File: src/rtl/rand_pkg.sv
// Shared constants for the multi-channel LFSR random source.
//   DEF_TAPS_32   : default feedback mask, x^32 + x^22 + x^2 + x + 1
//   DEF_SEED      : per-channel default/recovery seeds (distinct, non-zero)
//   MODE_MAP_ZERO : most-negative sample is replaced by 0
//   MODE_REJECT   : most-negative sample is discarded and resampled
package rand_pkg;

    localparam logic [31:0] DEF_TAPS_32 = 32'h8020_0003;

    localparam logic [31:0] DEF_SEED [0:7] = '{
        32'hACE1_2468, 32'h1357_9BDF, 32'hDEAD_BEEF, 32'hC0FF_EE01,
        32'h8BAD_F00D, 32'h0BAD_CAFE, 32'h600D_F00D, 32'hFACE_B00C
    };

    localparam bit MODE_MAP_ZERO = 1'b0;
    localparam bit MODE_REJECT   = 1'b1;

endpackage

File: src/rtl/lfsr_rand_ch.sv
// One Fibonacci LFSR channel with seeding and zero-state recovery.
//   clock, reset  : rising-edge clock, async active-high reset
//   step_i        : shift once, feedback enters at bit 0
//   load_i        : load load_data_i (takes priority over step_i)
//   load_data_i   : seed value; zero is replaced by def_seed_i
//   def_seed_i    : reset / recovery seed
//   fb_o          : feedback bit of the current state (the channel's sample bit)
//   lock_o        : 1-cycle pulse after a zero state or zero seed was replaced
module lfsr_rand_ch
    import rand_pkg::*;
#(
    parameter int             W    = 32,
    parameter logic [W-1:0]   TAPS = W'(DEF_TAPS_32)
) (
    input  logic         clock,
    input  logic         reset,
    input  logic         step_i,
    input  logic         load_i,
    input  logic [W-1:0] load_data_i,
    input  logic [W-1:0] def_seed_i,
    output logic         fb_o,
    output logic         lock_o
);

    logic [W-1:0] state_q, state_d;
    logic         lock_q, lock_d;

    assign fb_o   = ^(state_q & TAPS);
    assign lock_o = lock_q;

    always_comb begin
        state_d = state_q;
        lock_d  = 1'b0;
        // A zero state would lock the register forever; recover before anything else.
        if (state_q == '0) begin
            state_d = def_seed_i;
            lock_d  = 1'b1;
        end else if (load_i) begin
            if (load_data_i == '0) begin
                state_d = def_seed_i;
                lock_d  = 1'b1;
            end else begin
                state_d = load_data_i;
            end
        end else if (step_i) begin
            state_d = {state_q[W-2:0], fb_o};
        end
    end

    always_ff @(posedge clock or posedge reset) begin
        if (reset) begin
            state_q <= def_seed_i;
            lock_q  <= 1'b0;
        end else begin
            state_q <= state_d;
            lock_q  <= lock_d;
        end
    end

endmodule

File: src/rtl/lfsr_rand_multi.sv
// Multi-channel LFSR random-number source with valid/ready output.
// Each of NUM_CH channels contributes one feedback bit per step; the bits form a
// NUM_CH-bit two's-complement sample, sign-extended to OUT_W.
//   clock, reset : rising-edge clock, async active-high reset
//   en           : allow channels to advance
//   seed_load    : load seed_data into channel seed_ch (stalls stepping this cycle)
//   seed_ch      : target channel for seed_load (out-of-range index is ignored)
//   seed_data    : seed value (zero loads the channel default and pulses lockup)
//   rand_ready   : consumer accepts rand_num
//   rand_valid   : rand_num holds an unconsumed sample
//   rand_num     : sign-extended sample
//   lockup       : 1-cycle pulse when any channel was restored to its default seed
//   sample_cnt   : accepted handshakes, wrapping
//   reject_cnt   : most-negative samples discarded in reject mode, wrapping
module lfsr_rand_multi
    import rand_pkg::*;
#(
    parameter int                NUM_CH = 4,
    parameter int                LFSR_W = 32,
    parameter logic [LFSR_W-1:0] TAPS   = LFSR_W'(DEF_TAPS_32),
    parameter int                OUT_W  = 32,
    parameter bit                MODE   = MODE_MAP_ZERO,
    parameter int                CNT_W  = 16
) (
    input  logic                      clock,
    input  logic                      reset,
    input  logic                      en,
    input  logic                      seed_load,
    input  logic [$clog2(NUM_CH)-1:0] seed_ch,
    input  logic [LFSR_W-1:0]         seed_data,
    input  logic                      rand_ready,
    output logic                      rand_valid,
    output logic [OUT_W-1:0]          rand_num,
    output logic                      lockup,
    output logic [CNT_W-1:0]          sample_cnt,
    output logic [CNT_W-1:0]          reject_cnt
);

    localparam int                SEL_W    = $clog2(NUM_CH);
    localparam logic [NUM_CH-1:0] MOST_NEG = NUM_CH'(1) << (NUM_CH - 1);

    logic              valid_q, valid_d;
    logic [OUT_W-1:0]  num_q, num_d;
    logic [CNT_W-1:0]  sample_cnt_q, sample_cnt_d;
    logic [CNT_W-1:0]  reject_cnt_q, reject_cnt_d;
    logic              advance;
    logic [NUM_CH-1:0] raw;
    logic [NUM_CH-1:0] lock_vec;

    assign advance = en & ~seed_load & (~valid_q | rand_ready);

    for (genvar i = 0; i < NUM_CH; i++) begin : g_ch
        // Truncation to a narrow LFSR_W could zero a table seed; fall back to 1.
        localparam logic [LFSR_W-1:0] SEED_RAW = LFSR_W'(DEF_SEED[i]);
        localparam logic [LFSR_W-1:0] SEED_I   = (SEED_RAW == '0) ? LFSR_W'(1) : SEED_RAW;

        logic load_ch;
        assign load_ch = seed_load & (seed_ch == SEL_W'(i));

        lfsr_rand_ch #(
            .W    (LFSR_W),
            .TAPS (TAPS)
        ) u_ch (
            .clock       (clock),
            .reset       (reset),
            .step_i      (advance),
            .load_i      (load_ch),
            .load_data_i (seed_data),
            .def_seed_i  (SEED_I),
            .fb_o        (raw[i]),
            .lock_o      (lock_vec[i])
        );
    end

    always_comb begin
        valid_d      = valid_q;
        num_d        = num_q;
        sample_cnt_d = sample_cnt_q;
        reject_cnt_d = reject_cnt_q;
        if (valid_q && rand_ready) begin
            sample_cnt_d = sample_cnt_q + 1'b1;
            valid_d      = 1'b0;
        end
        // A fresh sample on the same edge as a handshake overrides the clear above.
        if (advance) begin
            if (raw == MOST_NEG) begin
                if (MODE == MODE_REJECT) begin
                    valid_d      = 1'b0;
                    reject_cnt_d = reject_cnt_q + 1'b1;
                end else begin
                    num_d   = '0;
                    valid_d = 1'b1;
                end
            end else begin
                num_d   = OUT_W'($signed(raw));
                valid_d = 1'b1;
            end
        end
    end

    always_ff @(posedge clock or posedge reset) begin
        if (reset) begin
            valid_q      <= 1'b0;
            num_q        <= '0;
            sample_cnt_q <= '0;
            reject_cnt_q <= '0;
        end else begin
            valid_q      <= valid_d;
            num_q        <= num_d;
            sample_cnt_q <= sample_cnt_d;
            reject_cnt_q <= reject_cnt_d;
        end
    end

    assign rand_valid = valid_q;
    assign rand_num   = num_q;
    assign lockup     = |lock_vec;
    assign sample_cnt = sample_cnt_q;
    assign reject_cnt = reject_cnt_q;

endmodule

File: config.mk
export PLATFORM = sky130hd
export DESIGN_NAME = lfsr_rand_multi
export DESIGN_NICKNAME = d
export VERILOG_FILES = /design/src/rtl/rand_pkg.sv /design/src/rtl/lfsr_rand_ch.sv /design/src/rtl/lfsr_rand_multi.sv
export SDC_FILE = /design/constraint.sdc
export NUM_CORES = 1
export LEC_CHECK = 0
export ABC_CLOCK_PERIOD_IN_PS = 6000
export CAP_MARGIN = 20
export CORE_ASPECT_RATIO = 0.5
export CORE_MARGIN = 2
export CORE_UTILIZATION = 45
export CTS_BUF_LIST = sky130_fd_sc_hd__clkbuf_8
export DETAILED_ROUTE_END_ITERATION = 10
export GPL_TIMING_DRIVEN = 0
export MAX_ROUTING_LAYER = met4
export PLACE_DENSITY_LB_ADDON = 0.08
export SYNTH_ARGS = -nofsm -noshare
export SYNTH_HDL_FRONTEND = slang
export SYNTH_SLANG_ARGS = --single-unit
File: constraint.sdc
create_clock -name clock -period 6 [get_ports clock]
set_clock_uncertainty 0.2 [all_clocks]
set_input_delay 0.6 -clock clock [delete_from_list [all_inputs] [get_ports clock]]
set_output_delay 0.6 -clock clock [all_outputs]
set_load 0.05 [all_outputs]
==> impl_results.md <==
* Total GRT Usage at about a third
* Final #Nets at approximately 1100
* Area of the multi-input gates at between 0.004 and 0.005 mm2
* WS Path Type: in2reg
* P_leak at around 4.7 nW
* Post-detailed-routing wire length at 30600 um
* Die area at about 0.02 mm2
* Clock transition at path regs at about 0.080 ns
* Via-per-instance ratio at between 6 and 7
* Final setup fails at 0
* Ys Warns at 0
* Sequential element share of the synthesized area at 45.2%
* Worst-margin pin slew at 0.814 ns
* Starting Density at a little under half
* Final hold violation count at 0
* WP data arrival at 3.41 ns
* Ys flop type: dfrtp_1
* Average cell area after synthesis at between 9 and 10 um2
* Final Max Tran Viols at 0
* Max-cap violations at 0
* Ports at approximately 110
* Routing usage on met1 at approximately 44%
* Number of synthesized flops with an enable pin at 0
* Cells after DPL at roughly 1300
* Final period util at 53.5%
* CTS sink count at approximately 150
* Htree depth at 4
* RSZ-0062 raised after global routing: no
* Vert. Die Dim at between 100 and 150 um
* Post-CTS Resized at 0
* CP max FO at 10
* Vias in the first global route at about 7700
* CTS Buf Count at 17
* Vias at ~8300
* Worst Path Required at roughly 6.2 ns
* Synth unique cells at 48
* ANT nets after route at 0
* PD cells at 375 mW/mm2
* HP Class: reg2reg
* Cell Count, Final, Fillers Out at 1335
* Max IR drop VDD at around 150 uV
* Root Buffer: clkbuf_8
* Max-slew headroom at 45.7%
* HPWL Detailed at 20800 um
* Layer with the highest usage: met2
* Gate Count Post-Synth at around 940
* Ys async rst share at 100%
* Layout cells sized above 1 at between 15 and 20%
* GPL Wtd Cong at ~0.94
* CTS tree: built
* Critical path endpoint category: flop
* Total gr overflow at 0
* Final TNS setup at 0 ns
* Final Power at just under 0.004 W
* Row count at 35
* Skew-Pair Late Insertion Delay at ~0.47 ns
* Crit path time final at 3.21 ns
* Port bufs at 86
* FMAX at slightly above 300 MHz
* Avg WL per Cell at roughly 23 um
* Drt first pass iters at 6
* DRC viols at 0
* Total core area at ~0.019 mm2
* Hold Buf Count CTS at 0
* Worst setup SP type: input port
* Synthesized cell area at a little under 0.009 mm2
* #FFs+latches synth at between 150 and 200
* CTS Buffer Depth at 2
* Status: completed
* First-iteration detailed-routing DRC count at between 1000 and 1500
* Met3 Usage GRT at roughly 8.4%
* Syn-to-layout area delta at 19.6%
* Met2 Track Usage GR at between 40% and 50%
* Fillers at approximately 1700
* First-pass GRT wire length at 47100 um
* Largest net degree at the start of global routing at a little under 90
* Initial antenna violation count at 1
* Seq. cell area at slightly below 0.004 mm2
* Setup Buffers After CTS at 0
* Die X at ~200 um
## placed cells by master, fill, tap and decap left out, types with 4 or more instances in the layout
cell type	count
dfstp_2	74
conb_1	16
a221o_1	70
bufinv_16	4
xnor2_1	9
buf_4	47
a311oi_1	54
o22ai_1	4
a21o_1	67
clkdlybuf4s50_1	86
buf_2	25
nor4_1	34
clkbuf_8	18
nand4_1	13
and3_1	5
nor2_1	135
inv_1	14
nand3_1	5
buf_6	5
dfrtp_1	79
clkbuf_1	50
ha_1	5
xor2_1	8
nand2_1	114
o21ai_0	78
nor3_1	8
## where the power goes
part / leakage [nW] / internal (W) / switching (W)
logic: 2.70 / 0.000617 / 0.000832
clock network: 0.218 / 0.000460 / 0.000420
registers: 1.75 / 0.00134 / 0.000226
total: 4.66 / 0.00241 / 0.00148
## cell type report
type / count / share of cell area (%)
timing repair buffer: 87 / 8.55
inverter: 13 / 0.518
multi-input combinational: 662 / 38.9
tap: 259 / 3.12
buffer: 128 / 6.99
clock inverter: 13 / 1.72
sequential: 153 / 37.8
antenna: 2 / 0.0482
clock buffer: 18 / 2.39
## cell families after synthesis
| group | count (synthesis) | synth area share, % |
|---|---|---|
| and+or+nand+nor | 335 | 17.2 |
| AOI/OAI and AO/OA | 285 | 25.3 |
| DFF | 153 | 45.2 |
| buffers and inverters | 141 | 8.92 |
| xor gates and xnor gates | 20 | 2.49 |
| adders and majority gates | 5 | 0.721 |
| other | 1 | 0.0432 |
| muxes | 1 | 0.130 |
## sequential cells by signal (all words and copies together), names as in the netlist
register	count
sample_cnt	16
g_ch.u_ch.lock_o	4
rand_num	4
g_ch.u_ch.state_q	128
rand_valid	1
## cell usage after synthesis, drive strengths merged (2+ instances only)
| cell | count | share of area [%] |
|---|---|---|
| ha | 5 | 0.72 |
| nor3b | 2 | 0.17 |
| o21ai | 79 | 4.6 |
| nand3b | 2 | 0.17 |
| a2bb2oi | 2 | 0.20 |
| nor3 | 8 | 0.46 |
| nand2 | 114 | 4.9 |
| nand2b | 3 | 0.30 |
| a211o | 2 | 0.20 |
| nor4 | 34 | 2.5 |
| a221o | 70 | 8.1 |
| nor2 | 136 | 6.0 |
| nand4 | 13 | 0.94 |
| nand3 | 5 | 0.29 |
| xor2 | 8 | 0.81 |
| nor4b | 3 | 0.30 |
| and3 | 5 | 0.36 |
| inv | 13 | 0.56 |
| clkbuf | 50 | 2.2 |
| dfrtp | 79 | 23 |
| o22a | 3 | 0.30 |
| dfstp | 74 | 22 |
| buf | 78 | 6.2 |
| and4 | 2 | 0.20 |
| o21a | 3 | 0.35 |
| o22ai | 4 | 0.29 |
| xnor3 | 3 | 0.78 |
| or2 | 2 | 0.14 |
| a311oi | 54 | 5.4 |
| a21o | 67 | 5.8 |
| xnor2 | 9 | 0.91 |
## stage by stage
stage | utilization [%] | instance area (um2) | hold slack [ns] | setup slack (ns)
3_5_place_dp | 53.4 | 9950 | 0.259 | 2.50
6_report | 55.7 | 10400 | 0.270 | 2.79
2_1_floorplan | - | 8740 | 0.310 | 1.20
4_1_cts | 55.6 | 10400 | 0.274 | 2.79
5_1_grt | 55.7 | 10400 | 0.291 | 2.69
3_3_place_gp | 53.2 | 9920 | 0.256 | -1.16
## critical path: stages
cell,delay (ns)
clkdlybuf4s50_1,0.79
nor4_1,0.45
nand4_1,0.53
clkbuf_1,0.38
o21ai_0,0.43
a221o_1,0.23
## per-layer routing
layer | up-vias | routed length (um)
met4 | 0 | 932
met5 | - | 0
met2 | 523 | 12400
met1 | 4087 | 13400
met3 | 83 | 3850
li1 | 3631 | -
## final timing paths
kind / start / to / slack [ns] / depth (start not counted)
max: seed_data[18] / g_ch[3].u_ch.state_q[9]$_DFFE_PP1P_ / 2.79 / 6
min: sample_cnt[15]$_DFFE_PP0P_ / sample_cnt[15]$_DFFE_PP0P_ / 0.27 / 1
max reg2reg: g_ch[0].u_ch.state_q[0]$_DFFE_PP0P_ / g_ch[0].u_ch.state_q[0]$_DFFE_PP0P_ / 3.48 / 7
min reg2reg: sample_cnt[15]$_DFFE_PP0P_ / sample_cnt[15]$_DFFE_PP0P_ / 0.27 / 1
max in group asynchronous: reset / g_ch[1].u_ch.state_q[15]$_DFFE_PP1P_ / 4.25 / 3
min in group asynchronous: reset / sample_cnt[7]$_DFFE_PP0P_ / 0.46 / 2
No activity file was read; power rests on OpenSTA's default activity.
